`config.mk`:
```
export PLATFORM = sky130hd
export DESIGN_NAME = quantize_wb_ctrl_flat
export DESIGN_NICKNAME = d
export VERILOG_FILES = /design/src/rtl/quantize_wb_ctrl_if.sv /design/src/rtl/quantize_wb_ctrl.sv /design/src/flat_wrapper.sv
export SDC_FILE = /design/constraint.sdc
export NUM_CORES = 1
export LEC_CHECK = 0
export ABC_CLOCK_PERIOD_IN_PS = 11850
export CORE_AREA = 2 2 413 415
export DETAILED_ROUTE_END_ITERATION = 10
export DIE_AREA = 0 0 415 417
export PLACE_DENSITY = 0.51
export SLEW_MARGIN = 5
export SYNTH_ARGS = -nofsm -noshare
export SYNTH_HDL_FRONTEND = slang
export SYNTH_SLANG_ARGS = --single-unit
```
`constraint.sdc`:
```
create_clock -name clk -period 11.85 [get_ports clk]
set_input_delay 2.37 -clock clk [delete_from_list [all_inputs] [get_ports clk]]
set_output_delay 2.37 -clock clk [all_outputs]
set_load 0.03 [all_outputs]
```
`src/rtl/quantize_wb_ctrl_if.sv`:
```
// Row-level bus of the write-back sequencer: array input handshake, quantize lane
// pair and SRAM write port. "master" is the controller view, "slave" the environment view.
interface quantize_wb_ctrl_if #(
  parameter int ARRAY_SIZE = 8,
  parameter int DATA_WIDTH = 32,
  parameter int ADDR_WIDTH = 10
);
  localparam int ROW_W = ARRAY_SIZE * DATA_WIDTH;

  logic                  in_valid;
  logic                  in_ready;
  logic [ROW_W-1:0]      in_data;
  logic [ROW_W-1:0]      q_ori_data;
  logic [ROW_W-1:0]      q_data;
  logic                  sram_wen;
  logic                  sram_ready;
  logic [ADDR_WIDTH-1:0] sram_addr;
  logic [ROW_W-1:0]      sram_wdata;

  modport master (
    input  in_valid, in_data, q_data, sram_ready,
    output in_ready, q_ori_data, sram_wen, sram_addr, sram_wdata
  );

  modport slave (
    output in_valid, in_data, q_data, sram_ready,
    input  in_ready, q_ori_data, sram_wen, sram_addr, sram_wdata
  );
endinterface

```
`src/rtl/quantize_wb_ctrl.sv`:
```
// Write-back sequencer: buffers array rows in a small FIFO, passes the head row
// through the quantize lane and writes the results to consecutive SRAM words.
module quantize_wb_ctrl #(
  parameter int ARRAY_SIZE = 8,
  parameter int DATA_WIDTH = 32,
  parameter int ADDR_WIDTH = 10,
  parameter int FIFO_DEPTH = 4
) (
  input  logic                  clk,
  input  logic                  rst,
  input  logic                  start,
  input  logic [ADDR_WIDTH-1:0] base_addr,
  input  logic [ADDR_WIDTH:0]   num_rows,
  output logic                  busy,
  output logic                  done,
  quantize_wb_ctrl_if.master    bus
);
  localparam int ROW_W = ARRAY_SIZE * DATA_WIDTH;
  localparam int CNT_W = ADDR_WIDTH + 1;
  localparam int PTR_W = (FIFO_DEPTH > 1) ? $clog2(FIFO_DEPTH) : 1;
  localparam int OCC_W = PTR_W + 1;

  typedef enum logic [1:0] {IDLE, RUN, DONE} state_t;

  state_t                state_q, state_d;
  logic [ADDR_WIDTH-1:0] base_q, base_d;
  logic [CNT_W-1:0]      num_q, num_d;
  logic [CNT_W-1:0]      in_cnt_q, in_cnt_d;
  logic [CNT_W-1:0]      out_cnt_q, out_cnt_d;
  logic [PTR_W-1:0]      wr_ptr_q, wr_ptr_d;
  logic [PTR_W-1:0]      rd_ptr_q, rd_ptr_d;
  logic [OCC_W-1:0]      occ_q, occ_d;
  logic [ROW_W-1:0]      mem_q [FIFO_DEPTH];

  logic fifo_full, fifo_empty, push, pop;

  // A full FIFO refuses input even when the head pops in the same cycle.
  assign fifo_full  = (occ_q == OCC_W'(FIFO_DEPTH));
  assign fifo_empty = (occ_q == '0);

  assign bus.in_ready   = (state_q == RUN) && !fifo_full && (in_cnt_q < num_q);
  assign bus.sram_wen   = (state_q == RUN) && !fifo_empty;
  assign bus.q_ori_data = fifo_empty ? '0 : mem_q[rd_ptr_q];
  assign bus.sram_wdata = bus.q_data;
  assign bus.sram_addr  = base_q + out_cnt_q[ADDR_WIDTH-1:0];

  assign push = bus.in_valid && bus.in_ready;
  assign pop  = bus.sram_wen && bus.sram_ready;
  assign busy = (state_q != IDLE);
  assign done = (state_q == DONE);

  always_comb begin
    state_d   = state_q;
    base_d    = base_q;
    num_d     = num_q;
    in_cnt_d  = in_cnt_q;
    out_cnt_d = out_cnt_q;
    wr_ptr_d  = push ? wr_ptr_q + PTR_W'(1) : wr_ptr_q;
    rd_ptr_d  = pop  ? rd_ptr_q + PTR_W'(1) : rd_ptr_q;
    case ({push, pop})
      2'b10:   occ_d = occ_q + OCC_W'(1);
      2'b01:   occ_d = occ_q - OCC_W'(1);
      default: occ_d = occ_q;
    endcase

    case (state_q)
      IDLE: begin
        if (start) begin
          base_d    = base_addr;
          num_d     = num_rows;
          in_cnt_d  = '0;
          out_cnt_d = '0;
          state_d   = (num_rows != '0) ? RUN : DONE;
        end
      end
      RUN: begin
        if (push) in_cnt_d = in_cnt_q + CNT_W'(1);
        if (pop) begin
          out_cnt_d = out_cnt_q + CNT_W'(1);
          if (out_cnt_q + CNT_W'(1) == num_q) state_d = DONE;
        end
      end
      DONE:    state_d = IDLE;
      default: state_d = IDLE;
    endcase
  end

  always_ff @(posedge clk or posedge rst) begin
    if (rst) begin
      state_q   <= IDLE;
      base_q    <= '0;
      num_q     <= '0;
      in_cnt_q  <= '0;
      out_cnt_q <= '0;
      wr_ptr_q  <= '0;
      rd_ptr_q  <= '0;
      occ_q     <= '0;
    end else begin
      state_q   <= state_d;
      base_q    <= base_d;
      num_q     <= num_d;
      in_cnt_q  <= in_cnt_d;
      out_cnt_q <= out_cnt_d;
      wr_ptr_q  <= wr_ptr_d;
      rd_ptr_q  <= rd_ptr_d;
      occ_q     <= occ_d;
    end
  end

  // Row storage needs no reset: the head is masked to zero while the FIFO is empty.
  always_ff @(posedge clk) begin
    if (push) mem_q[wr_ptr_q] <= bus.in_data;
  end
endmodule

```
`src/flat_wrapper.sv`:
```
// flat-port wrapper written by rule: the top's interface ports become plain ports
module quantize_wb_ctrl_flat 
#(
  parameter int ARRAY_SIZE = 8,
  parameter int DATA_WIDTH = 32,
  parameter int ADDR_WIDTH = 10,
  parameter int FIFO_DEPTH = 4
)
  (clk, rst, start, base_addr, num_rows, busy, done, bus_in_valid, bus_in_data, bus_q_data, bus_sram_ready, bus_in_ready, bus_q_ori_data, bus_sram_wen, bus_sram_addr, bus_sram_wdata);
  quantize_wb_ctrl_if #(.ARRAY_SIZE(ARRAY_SIZE), .DATA_WIDTH(DATA_WIDTH), .ADDR_WIDTH(ADDR_WIDTH)) bus_i ();
  input  logic clk;
  input  logic rst;
  input  logic start;
  input  logic [ADDR_WIDTH-1:0] base_addr;
  input  logic [ADDR_WIDTH:0] num_rows;
  output logic busy;
  output logic done;
  input wire logic [$bits(bus_i.in_valid)-1:0] bus_in_valid;
  input wire logic [$bits(bus_i.in_data)-1:0] bus_in_data;
  input wire logic [$bits(bus_i.q_data)-1:0] bus_q_data;
  input wire logic [$bits(bus_i.sram_ready)-1:0] bus_sram_ready;
  output wire logic [$bits(bus_i.in_ready)-1:0] bus_in_ready;
  output wire logic [$bits(bus_i.q_ori_data)-1:0] bus_q_ori_data;
  output wire logic [$bits(bus_i.sram_wen)-1:0] bus_sram_wen;
  output wire logic [$bits(bus_i.sram_addr)-1:0] bus_sram_addr;
  output wire logic [$bits(bus_i.sram_wdata)-1:0] bus_sram_wdata;
  assign bus_i.in_valid = bus_in_valid;
  assign bus_i.in_data = bus_in_data;
  assign bus_i.q_data = bus_q_data;
  assign bus_i.sram_ready = bus_sram_ready;
  assign bus_in_ready = bus_i.in_ready;
  assign bus_q_ori_data = bus_i.q_ori_data;
  assign bus_sram_wen = bus_i.sram_wen;
  assign bus_sram_addr = bus_i.sram_addr;
  assign bus_sram_wdata = bus_i.sram_wdata;
  quantize_wb_ctrl #(.ARRAY_SIZE(ARRAY_SIZE), .DATA_WIDTH(DATA_WIDTH), .ADDR_WIDTH(ADDR_WIDTH), .FIFO_DEPTH(FIFO_DEPTH)) u_core (.clk(clk), .rst(rst), .start(start), .base_addr(base_addr), .num_rows(num_rows), .busy(busy), .done(done), .bus(bus_i));
endmodule
```
* Word level (Yosys, flattened, before mapping)
Memories as Yosys holds them, arrays and structs flattened.
Index checks and enable logic that the tools add are counted.
** Operators by class
- $add $sub $neg :: 7
- Magnitude comparators :: 1
- Eq/ne operators :: 10
- Mux-type cells :: 14
- Reduce and logical (&&, ||, !) cells :: 17
** Operators by type and width (number)
- 2-to-1 mux 256 bit :: 1
- one-hot mux 11 bit (2 select lines) :: 2
- 2-to-1 mux 11 bit :: 3
- adder 11 x 1 -> 11 bit, second input constant :: 2
- == test 11 bit :: 1
- < comparator 11 bit :: 1
- nonzero test 11 bit :: 1
- adder 10 bit :: 1
- AND reduction 3 bit :: 3
- 2-to-1 mux 2 bit :: 4
- one-hot mux 3 bit (2 select lines) :: 1
- nonzero test 2 bit :: 3
- logical AND 1 bit :: 5
- adder 2 x 1 -> 2 bit, second input constant :: 2
- == test 2 x 1 -> 1 bit, second input constant :: 2
- == test 2 bit, second input constant :: 2
- != test 2 x 1 -> 1 bit, second input constant :: 2
- != test 2 bit, second input constant :: 2
- one-hot mux 2 bit (2 select lines) :: 1
- adder 3 x 1 -> 3 bit, second input constant :: 1
- == test 3 bit, second input constant :: 1
- logical NOT 3 bit :: 1
- subtractor 3 x 1 -> 3 bit, second input constant :: 1
- logical NOT 1 bit :: 2
- other kinds (3) :: 4
** Word-level totals
- Bits in registers :: 52
- RAM bits :: 1024
- Input port bits :: 538
- Output and inout bits :: 526
- Word-level logic and storage cells :: 58
- Memories kept :: 1
** Memory list
- u_core.mem_q :: depth 4, width 256, read ports 1, clocked after memory_dff 0, wr ports 1, line quantize_wb_ctrl.sv:33 : logic [ROW_W-1:0] mem_q [FIFO_DEPTH];

* Depth between registers and ports, before layout
- Depth in word-level cells :: 7
- Depth in mapped cells :: 14
- Mapped depth without buffers :: 13

* Worst setup path after synthesis
OpenSTA, ideal clock, no wires.
- Path type :: in2reg
- Start :: input port bus_in_valid
- End :: memory u_core.mem_q[0][0] (netlist bit) (enable)
- Library setup time :: 0.651 ns
- Data arrival time :: 8.861 ns
- Data required time :: 11.199 ns
- Path slack :: 2.338 ns
- Stages on the path :: 4
- Buffers on the path :: 1
- Cell sequence :: inv_1 a211oi_1 buf_2 and2_1
** On the way
- Cells in the longest elaborated chain, start to end :: 3
** Ends and longest elaborated chain
- start, declared :: line flat_wrapper.sv:18 : input wire logic [$bits(bus_i.in_valid)-1:0] bus_in_valid;
- logical AND 1 bit :: line quantize_wb_ctrl.sv:47 : assign push = bus.in_valid && bus.in_ready;
- 2-to-1 mux 1 bit :: line quantize_wb_ctrl.sv:112 : if (push) mem_q[wr_ptr_q] <= bus.in_data;
- 2-to-1 mux 1 bit (implied by the code) :: line quantize_wb_ctrl.sv:112
- end, declared :: line quantize_wb_ctrl.sv:33
Every way passes these cells.

* Worst setup path in the final report
- Start :: register u_core.rd_ptr_q[0]
- End :: output port bus_q_ori_data[60]
** On the way
- Cells in the longest elaborated chain, start to end :: 2
** Ends and longest elaborated chain
- start, declared :: line quantize_wb_ctrl.sv:31 : logic [PTR_W-1:0] rd_ptr_q, rd_ptr_d;
- start signal, assigned :: line quantize_wb_ctrl.sv:105 : rd_ptr_q <= rd_ptr_d;
- memory read (4 x 256 bit)
- 2-to-1 mux 256 bit :: line quantize_wb_ctrl.sv:43 : assign bus.q_ori_data = fifo_empty ? '0 : mem_q[rd_ptr_q];
- end, declared :: line flat_wrapper.sv:23 : output wire logic [$bits(bus_i.q_ori_data)-1:0] bus_q_ori_data;
Every way passes these cells.

==> out/qor.yml <==
critical_path:
  critPathKind: "register to output port"
  rr_startpoint: "u_core.in_cnt_q[6]$_DFFE_PP0P_"
  startpoint: "u_core.rd_ptr_q[0]$_DFFE_PP0P_"
  cp_max_fo: 84
  cp.arrival_ns: 4.51
  end_kind: "output port"
  critPathLaunchType: "register"
  cp.required_ns: 9.48
synthesis:
  synthMuxAreaShare_pct: 13.3
  synth_compound_area_share_pct: 1.12
  ys.warnings.count: 0
  ys_types: 48
  ys_async_sr_fraction_pct: 4.83
  synth_top_family_by_area: "multiplexers"
  syn_area_um2: 43700
  syn_inst: 2260
  synthAdderAreaFrac_pct: 0.835
  synthXorXnorAreaFrac_pct: 0.581
  post_synth.cell_area_avg_um2: 19.4
  synth_ff_type: "edfxtp_1"
  synth_seq_area_share_pct: 73.3
  synth-edff-count: 1024
  ys_ff_latch: 1076
  synthSimpleGateAreaFrac_pct: 5.31
  synth_fp_nets: 2826
power_and_ir_drop:
  intPower_w: 0.0100
  p_clk_share_pct: 23.6
  p_seq_share_pct: 34.3
  p_per_area_nw_per_um2: 292
  sw_frac_of_total_pct: 36.4
  p_switching_w: 0.00573
  p_comb_share_pct: 42.1
  vdd_drop_max_uv: 195
  leakage_nw: 17.4
place:
  post-dp-hpwl_um: 109000
  placed_cells: 4699
  io_buffers: 551
  gp_congestion: 0.949
sta:
  hold_viol: 0
  finalCriticalPeriod_ns: 6.88
  period_share_pct: 58.1
  relSlewSlack_pct: 26.2
  rsz0062_at_grt: "no"
  slew_viol_final: 0
  skew_ns: 0.0353
  worstMarginPinSlew_ns: 1.11
  final.setup.tns_ns: 0
  setup_viol: 0
  max_freq_ghz: 0.145
global_route:
  gr-total-overflow: 0
  first_global_vias: 22963
  antenna_found_initial: 28
  grt_max_degree: 134
  grt_pass1_wl_um: 202000
  grt.total_usage_pct: 17.0
routing:
  vias_per_cell: 4.38
  drc_errors: 0
  wl_per_cell_um: 30.5
  first_pass_iters: 4
  vias: 21629
  routed_wl_um: 150000
  drtAntennaViolNets: 0
  drt-initial-drc-count: 1342
floorplan:
  core_um2: 169000
  io_pins: 1064
  initial_utilization_pct: 26.0
  dieArea_um2: 173000
  die_w_um: 415
  fp.dieH_um: 417
  rows: 151
clock_tree:
  post_cts_buffers: 0
  cts-root-buf: "clkbuf_16"
  tritoncts: "yes"
  clockBufferDepth: 3
  cts_buffers: 119
  ctsResizeCount: 0
  cts.sinks: 1076
  cts_htree_levels: 3
  holdBufCountCts: 0
  clock_latency_ns: 0.76
  cts.clk_slew.worst_paths_ns: 0.06
finish:
  syn_to_final_growth_pct: 23.3
  multi_input_area_um2: 9270
  fill_cells: 16311
  drive_above_1_share_pct: 17.1
  stdcell_count: 4933
  final-seq-area_um2: 32100
  postLayoutCoreUtil_pct: 32.0
  final_nets: 3168
run_status:
  status: "completed"
worst_hold_path:
  min_path_type: "register to register"
  min-delay-start: "u_core.base_q[0]$_DFFE_PP0P_"
job:
  max_cap_violations: 0
-- state kept, by name (all words and copies together), names as in the netlist --
name,cells
u_core.in_cnt_q,11
u_core.mem_q,1024
u_core.state_q,2
u_core.rd_ptr_q,2
u_core.out_cnt_q,11
u_core.num_q,11
u_core.occ_q,3
u_core.base_q,10
u_core.wr_ptr_q,2
-- cells in the final DEF (no fill, tap or decap), drive strengths merged, types with 4 or more instances in the layout --
cell type	Yosys	routed
a21oi	5	5
nor3	6	6
o21ai	35	35
o211ai	5	5
a211oi	5	5
dfrtp	52	52
mux4	256	256
edfxtp	1024	1024
nand3	8	8
clkinv	0	57
or4	8	8
clkdlybuf4s50	0	551
diode	0	10
nand4	8	8
and2	266	266
and3	9	9
buf	296	25
nor2	21	21
xnor2	21	21
mux2i	6	6
o31ai	10	10
inv	28	35
clkbuf	59	143
ha	26	26
xor2	8	8
o21a	4	4
bufinv	0	14
nand2	68	68
-- stage by stage --
step | hold slack, ns | setup slack [ns] | total power [W] | instance area [um^2]
2_1_floorplan | 0.429 | 2.34 | 0.00976 | 43700
3_3_place_gp | 0.468 | 5.59 | 0.0123 | 50000
3_5_place_dp | 0.471 | 5.59 | 0.0123 | 50000
4_1_cts | 0.485 | 4.73 | 0.0160 | 53900
5_1_grt | 0.523 | 4.57 | 0.0164 | 54000
6_report | 0.486 | 4.97 | 0.0157 | 54000
-- Yosys cell counts, drive strengths merged (8+ instances only) --
master	number	area [um^2]
xnor2	21	184
xor2	8	70.1
clkbuf	59	221
nand2	68	255
o31ai	10	75.1
ha	26	325
and3	9	56.3
buf	296	2110
inv	28	105
nand4	8	50.1
nor2	21	78.8
dfrtp	52	1300
nand3	8	40.0
or4	8	60.1
edfxtp	1024	30700
and2	266	1660
mux4	256	5770
o21ai	35	175
-- layout make-up --
cell class,count,area share [%]
flip-flops and latches,1076,59.4
multi-input cells,801,17.2
repair buffers,576,10.8
clock buffers,143,5.70
well taps,2218,5.14
clock inverters,81,1.57
inverters,28,0.195
diodes,10,0.0464
-- routing by layer --
layer / wire length, um / track usage [%]
met1: 42000 / 13.9
met3: 19200 / 9.90
met5: 62 / 0.167
met2: 80700 / 31.1
met4: 8490 / 9.43
-- critical path, stage by stage (launching register included) --
cell             delay [ns]
dfrtp_4                1.03
buf_12                 0.57
buf_4                  0.58
mux4_2                 0.58
and2_1                 0.17
clkdlybuf4s50_1        0.62
-- power by group through the flow --
stage | combinational (W) | sequential [W] | clock (W)
after floorplan | 0.00420 | 0.00557 | 0
after global placement | 0.00679 | 0.00547 | 0
after detailed placement | 0.00678 | 0.00549 | 0
after CTS | 0.00680 | 0.00541 | 0.00382
final | 0.00663 | 0.00540 | 0.00372
after global routing | 0.00698 | 0.00548 | 0.00397
-- path summary, 6_finish.rpt --
path                                                   to  slack (ns)  cells after the start
min                          u_core.base_q[0]$_DFFE_PP0P_        0.49                      2
max                                    bus_q_ori_data[60]        4.97                      5
max in group asynchronous     u_core.occ_q[2]$_DFFE_PP0P_        9.08                      3
min reg2reg                  u_core.base_q[0]$_DFFE_PP0P_        0.49                      2
max reg2reg                u_core.mem_q[2][101]$_DFFE_PP_        7.87                      9
min in group asynchronous  u_core.rd_ptr_q[0]$_DFFE_PP0P_        1.83                      2
-- cell families (layout without fill, tap and decap cells) --
| kind of cell | Yosys count | count (layout) |
|---|---|---|
| buf+inv | 383 | 828 |
| flops | 1076 | 1076 |
| compound gates | 75 | 75 |
| xor+xnor | 29 | 29 |
| mux | 262 | 262 |
| fa+ha+maj | 28 | 28 |
| other cells | 0 | 10 |
| simple gates | 407 | 407 |
Power figures use the tool's default switching activity.
